File: src/rtl/nfc_flash_seq.sv
// rtl/nfc_flash_seq.sv - NAND page READ/PROGRAM command sequencer for one flash port
// Every bus cycle is one setup phase, then T_WL strobe-low phases, then T_WH strobe-high phases.
module nfc_flash_seq #(
  parameter int T_WL       = 1,
  parameter int T_WH       = 1,
  parameter int T_WB       = 4,
  parameter int PAGE_BYTES = 512
) (
  input  logic       clk,
  input  logic       rst,
  input  logic       req,
  input  logic       op,
  input  logic [8:0] page,
  output logic       busy,
  output logic       done,
  output logic       fail,
  output logic [7:0] rd_data,
  output logic       rd_valid,
  input  logic [7:0] wr_data,
  output logic       wr_pop,
  output logic [7:0] F_IO_OUT,
  output logic       F_IO_OE,
  input  logic [7:0] F_IO_IN,
  output logic       F_CLE,
  output logic       F_ALE,
  output logic       F_WEN,
  output logic       F_REN,
  input  logic       F_RB
);

  localparam int PH_LAST = T_WL + T_WH;
  localparam int PH_W    = $clog2(PH_LAST + 1);
  localparam int CNT_W   = $clog2(PAGE_BYTES + T_WB + 4);

  typedef enum logic [3:0] {
    IDLE, CMD1, ADDR, WDATA, CMD2, WAIT_B, RDATA, STAT_CMD, STAT_RD, DONE
  } state_t;

  state_t            state_q, state_d;
  logic              op_q, op_d;
  logic [8:0]        page_q, page_d;
  logic [PH_W-1:0]   ph_q, ph_d;
  logic [CNT_W-1:0]  cnt_q, cnt_d;
  logic              rb_meta_q, rb_sync_q;
  logic              fail_q, fail_d;
  logic [7:0]        rd_data_q, rd_data_d;
  logic              rd_valid_q, rd_valid_d;
  logic              busy_q, busy_d;
  logic              done_q, done_d;
  logic              wr_pop_q, wr_pop_d;
  logic [7:0]        io_out_q, io_out_d;
  logic              io_oe_q, io_oe_d;
  logic              cle_q, cle_d;
  logic              ale_q, ale_d;
  logic              wen_q, wen_d;
  logic              ren_q, ren_d;
  logic              ph_last, ph_sample, cnt_last_byte;
  logic              wr_cyc, rd_cyc, low_d;

  always_comb begin
    ph_last       = (ph_q == PH_W'(PH_LAST));
    ph_sample     = (ph_q == PH_W'(T_WL));
    cnt_last_byte = (cnt_q == CNT_W'(PAGE_BYTES - 1));

    state_d    = state_q;
    op_d       = op_q;
    page_d     = page_q;
    ph_d       = ph_q;
    cnt_d      = cnt_q;
    fail_d     = fail_q;
    rd_data_d  = rd_data_q;
    rd_valid_d = 1'b0;

    if (!(state_q inside {IDLE, WAIT_B, DONE})) begin
      ph_d = ph_last ? '0 : ph_q + 1'b1;
    end

    case (state_q)
      IDLE: begin
        if (req) begin
          state_d = CMD1;
          op_d    = op;
          page_d  = page;
          fail_d  = 1'b0;
          ph_d    = '0;
          cnt_d   = '0;
        end
      end
      CMD1: if (ph_last) state_d = ADDR;
      ADDR: begin
        if (ph_last) begin
          if (cnt_q == CNT_W'(2)) begin
            cnt_d   = '0;
            state_d = op_q ? WDATA : WAIT_B;
          end else begin
            cnt_d = cnt_q + 1'b1;
          end
        end
      end
      WDATA: begin
        if (ph_last) begin
          if (cnt_last_byte) begin
            cnt_d   = '0;
            state_d = CMD2;
          end else begin
            cnt_d = cnt_q + 1'b1;
          end
        end
      end
      CMD2: if (ph_last) state_d = WAIT_B;
      // Minimum T_WB wait lets the flash pull R/B low before it is trusted.
      WAIT_B: begin
        if (cnt_q != CNT_W'(T_WB - 1)) begin
          cnt_d = cnt_q + 1'b1;
        end else if (rb_sync_q) begin
          cnt_d   = '0;
          state_d = op_q ? STAT_CMD : RDATA;
        end
      end
      RDATA: begin
        if (ph_sample) begin
          rd_data_d  = F_IO_IN;
          rd_valid_d = 1'b1;
        end
        if (ph_last) begin
          if (cnt_last_byte) begin
            cnt_d   = '0;
            state_d = DONE;
          end else begin
            cnt_d = cnt_q + 1'b1;
          end
        end
      end
      STAT_CMD: if (ph_last) state_d = STAT_RD;
      STAT_RD: begin
        if (ph_sample) fail_d = F_IO_IN[0];
        if (ph_last) state_d = DONE;
      end
      DONE:    state_d = IDLE;
      default: state_d = IDLE;
    endcase

    // Outputs are decoded from the next state so the registered pins line up with state_q.
    wr_cyc   = state_d inside {CMD1, ADDR, WDATA, CMD2, STAT_CMD};
    rd_cyc   = state_d inside {RDATA, STAT_RD};
    low_d    = (ph_d != '0) && (ph_d <= PH_W'(T_WL));
    busy_d   = !(state_d inside {IDLE, DONE});
    done_d   = (state_d == DONE);
    cle_d    = state_d inside {CMD1, CMD2, STAT_CMD};
    ale_d    = (state_d == ADDR);
    io_oe_d  = wr_cyc;
    wen_d    = !(wr_cyc && low_d);
    ren_d    = !(rd_cyc && low_d);
    wr_pop_d = (state_d == WDATA) && (ph_d == '0);

    io_out_d = io_out_q;
    case (state_d)
      CMD1: io_out_d = op_d ? 8'h80 : 8'h00;
      ADDR: begin
        case (cnt_d[1:0])
          2'd1:    io_out_d = page_d[7:0];
          2'd2:    io_out_d = {7'b0, page_d[8]};
          default: io_out_d = 8'h00;
        endcase
      end
      WDATA:    if (wr_pop_q) io_out_d = wr_data;
      CMD2:     io_out_d = 8'h10;
      STAT_CMD: io_out_d = 8'h70;
      default:  io_out_d = io_out_q;
    endcase
  end

  always_ff @(posedge clk or posedge rst) begin
    if (rst) begin
      state_q    <= IDLE;
      op_q       <= 1'b0;
      page_q     <= '0;
      ph_q       <= '0;
      cnt_q      <= '0;
      rb_meta_q  <= 1'b0;
      rb_sync_q  <= 1'b0;
      fail_q     <= 1'b0;
      rd_data_q  <= 8'h00;
      rd_valid_q <= 1'b0;
      busy_q     <= 1'b0;
      done_q     <= 1'b0;
      wr_pop_q   <= 1'b0;
      io_out_q   <= 8'h00;
      io_oe_q    <= 1'b0;
      cle_q      <= 1'b0;
      ale_q      <= 1'b0;
      wen_q      <= 1'b1;
      ren_q      <= 1'b1;
    end else begin
      state_q    <= state_d;
      op_q       <= op_d;
      page_q     <= page_d;
      ph_q       <= ph_d;
      cnt_q      <= cnt_d;
      rb_meta_q  <= F_RB;
      rb_sync_q  <= rb_meta_q;
      fail_q     <= fail_d;
      rd_data_q  <= rd_data_d;
      rd_valid_q <= rd_valid_d;
      busy_q     <= busy_d;
      done_q     <= done_d;
      wr_pop_q   <= wr_pop_d;
      io_out_q   <= io_out_d;
      io_oe_q    <= io_oe_d;
      cle_q      <= cle_d;
      ale_q      <= ale_d;
      wen_q      <= wen_d;
      ren_q      <= ren_d;
    end
  end

  assign busy     = busy_q;
  assign done     = done_q;
  assign fail     = fail_q;
  assign rd_data  = rd_data_q;
  assign rd_valid = rd_valid_q;
  assign wr_pop   = wr_pop_q;
  assign F_IO_OUT = io_out_q;
  assign F_IO_OE  = io_oe_q;
  assign F_CLE    = cle_q;
  assign F_ALE    = ale_q;
  assign F_WEN    = wen_q;
  assign F_REN    = ren_q;

endmodule

File: config.mk
export PLATFORM = sky130hd
export DESIGN_NAME = nfc_flash_seq
export DESIGN_NICKNAME = d
export VERILOG_FILES = /design/src/rtl/nfc_flash_seq.sv
export SDC_FILE = /design/constraint.sdc
export NUM_CORES = 1
export LEC_CHECK = 0
export ABC_CLOCK_PERIOD_IN_PS = 3600
export BUFFER_PORTS_ARGS = -buffer_cell sky130_fd_sc_hd__buf_2
export CORE_ASPECT_RATIO = 0.5
export CORE_UTILIZATION = 30
export DETAILED_ROUTE_END_ITERATION = 16
export PLACE_DENSITY_LB_ADDON = 0.15
export SLEW_MARGIN = 30
export SYNTH_ARGS = -nofsm -noshare
export SYNTH_HDL_FRONTEND = slang
export SYNTH_SLANG_ARGS = --single-unit
export TNS_END_PERCENT = 50
File: constraint.sdc
create_clock -name clk -period 3.6 [get_ports clk]
set_input_delay 0.36 -clock clk [delete_from_list [all_inputs] [get_ports clk]]
set_output_delay 0.36 -clock clk [all_outputs]
set_load 0.1 [all_outputs]
==> flow_metrics.tcl <==
set metrics [dict create \
    grt_overflow 0 \
    core_um2 8980 \
    grt_pass1_wl_um 12200 \
    regArea_um2 1350 \
    hold_viol 0 \
    antenna_left 0 \
    setup_violations 0 \
    fin_ws_ns 0.503 \
    cts.sinks 54 \
    arrival_ns 3.33 \
    outcome "finished, final reports clean" \
    tightest_slew_ns 0.670 \
    min_period_over_period_pct 86.0 \
    synth_edf_count 0 \
    skew_ns 0.00482 \
    grt_use_total_pct 15.7 \
    post_drt_wl_per_cell_um 15.6 \
    synth_top_cells_by_area "dfrtp_1, mux2_2, nand2_1" \
    synth_seq_cells 54 \
    drive_above_1_share_pct 30.2 \
    syn_nets 314 \
    cts_buffers 5 \
    clkLatencyLatePin_ns 0.30 \
    drv_cap 0 \
    diodes 0 \
    synth_top_area_cell "dfrtp_1" \
    grt_pass1_vias 2367 \
    relSlewSlack_pct 55.4 \
    synth_top_area_share_pct 45.4 \
    antenna_found_initial 0 \
    dp_hpwl_um 5080 \
    synth_ff_type "dfrtp_1" \
    nFillCells 886 \
    syn_inst 280 \
    io_pins 56 \
    synth.distinct_cells 61 \
    nNetsFinal 371 \
    cp_cell_sequence "nor4bb_1 -> nor2b_1 -> a221oi_2 -> buf_4 -> mux2_2 -> inv_1 -> ha_1 -> nand2_1 -> mux2_2 -> o211ai_1 -> mux2_2" \
    grt_max_degree 53 \
    htree_levels 2 \
    start_util_pct 31.9 \
    cts_tree "built" \
    rsz0062_at_grt "no" \
    path_buf_inv 2 \
    cts_buffer_depth 2 \
    path_class "reg2reg" \
    avgSynthCellArea_um2 10.2 \
    drtPass1Iterations 4 \
    clock.fmax_ghz 0.323 \
    multiInputGateArea_um2 1390 \
    min_period_ns 3.10 \
    syn2layout_area_growth_pct 18.7 \
    async_flop_share_pct 100 \
    maxSlewViolCount 0 \
    crit_required_ns 3.84 \
    cts_resized 0 \
    drt_iter0_drc 202 \
    path_delay_family "simple AND/OR/NAND/NOR gates" \
    cp_max_fo 16 \
    place_congestion 0.851 \
    die_x_um 140 \
    via_count 2317 \
    rows 24 \
    via_per_inst 5.09 \
    drt-total-wl_um 7100 \
    dieArea_um2 9970 \
    portBuffers 55 \
    start_kind "flip-flop" \
    cts_root_buf "clkbuf_16" \
    worst_setup_path_end_kind "flip-flop" \
    cts.clk_slew.worst_paths_ns 0.07 \
    drc_errors 0 \
    slowest_delay_ns 0.56 \
    hold_class "in2async" \
    cpMaxStageDelayCell "dfrtp_1" \
    cp_common_cell "mux2_2" \
    synth-seq-area-share_pct 47.2 \
    hold_buffers 0 \
    die_h_um 71.1 \
    cts_setup_buffers 0 \
    finalSetupTns_ns 0 \
    yosys_warnings 0 \
    synth_area_um2 2870 \
    dp_slack_ns 0.533 \
]
synth_stat cells, types with 3 or more instances:
cell type	count
ha_1	4
o2bb2ai_1	7
o21ai_0	6
mux2i_1	4
dfrtp_1	52
xnor2_1	3
nand4_1	6
xor2_1	6
nand2_1	39
mux2_2	13
nor2_1	22
a21oi_1	7
clkbuf_1	3
nor3_1	8
inv_1	10
nand3_1	13
and3_1	7
o22ai_1	3
nor2b_1	6
a31oi_1	6
worst paths after layout:
kind / slack (ns) / depth (start not counted) / from / endpoint
setup / recovery: 0.50 / 11 / state_q[3]$_DFF_PP0_ / F_IO_OUT[7]$_DFFE_PP0P_
setup reg to reg: 0.50 / 11 / state_q[3]$_DFF_PP0_ / F_IO_OUT[7]$_DFFE_PP0P_
max in group asynchronous: 2.91 / 3 / rst / cnt_q[6]$_DFFE_PP0P_
hold reg to reg: 0.35 / 0 / rb_meta_q$_DFF_PP0_ / rb_sync_q$_DFF_PP0_
min in group clk: 0.16 / 1 / F_RB / rb_meta_q$_DFF_PP0_
hold / removal: 0.16 / 2 / rst / F_IO_OUT[1]$_DFFE_PP0P_
cell families after synthesis:
| group | count (synthesis) | share of synthesized area, % |
|---|---|---|
| simple gates | 127 | 23.9 |
| mux | 18 | 6.99 |
| buf+inv | 21 | 4.28 |
| fa+ha+maj | 4 | 1.75 |
| compound gates | 47 | 13.1 |
| xor+xnor | 9 | 2.75 |
| flops | 54 | 47.2 |
final cells by class:
| class | instances | share of cell area [%] |
|---|---|---|
| Clock buffer | 6 | 4.08 |
| Clock inverter | 2 | 0.478 |
| Tap cell | 117 | 4.30 |
| Sequential cell | 54 | 39.8 |
| Inverter | 13 | 1.73 |
| Timing Repair Buffer | 58 | 8.76 |
| Multi-Input combinational cell | 205 | 40.8 |
worst register-to-register path: stages, from the launching register on:
cell,delay [ns]
dfrtp_1,0.56
nor4bb_1,0.56
nor2b_1,0.31
a221oi_2,0.09
buf_4,0.18
mux2_2,0.28
inv_1,0.08
ha_1,0.32
nand2_1,0.07
mux2_2,0.26
o211ai_1,0.15
mux2_2,0.17
state kept, by name, summed over array words and instances, names as in the netlist, 2 cells and up:
signal	count
cnt_q	10
F_IO_OUT	8
state_q	4
ph_q	2
rd_data	8
page_q	9
cells in the final DEF, fill, tap and decap left out, types with 7 or more instances in the layout:
master / count
a21oi_1: 7
and3_1: 7
buf_2: 55
dfrtp_1: 52
inv_1: 9
mux2_2: 13
nand2_1: 39
nand3_1: 13
nor2_1: 22
nor3_1: 8
o2bb2ai_1: 7
per-layer routing:
layer	share of wire, %	vias up	GRT usage (%)
met2	45	49	24.6
li1	-	1126	-
met3	3.8	5	3.39
met1	50	1137	21.7
met4	0.87	0	5.25
met5	0	-	0
stage by stage:
stage          cells  hold slack [ns]  utilization (%)  cell area, um2
5_1_grt          455            0.155             37.9            3400
3_5_place_dp     447            0.346             36.1            3250
6_report         455            0.162             37.9            3400
3_3_place_gp     447            0.336             36.1            3240
2_1_floorplan    280            0.331                -            2870
4_1_cts          455            0.160             37.9            3400
Power is left out: the tool's default activity adds up to more than one toggle a clock period on the data nets, which glitch-free logic cannot reach.
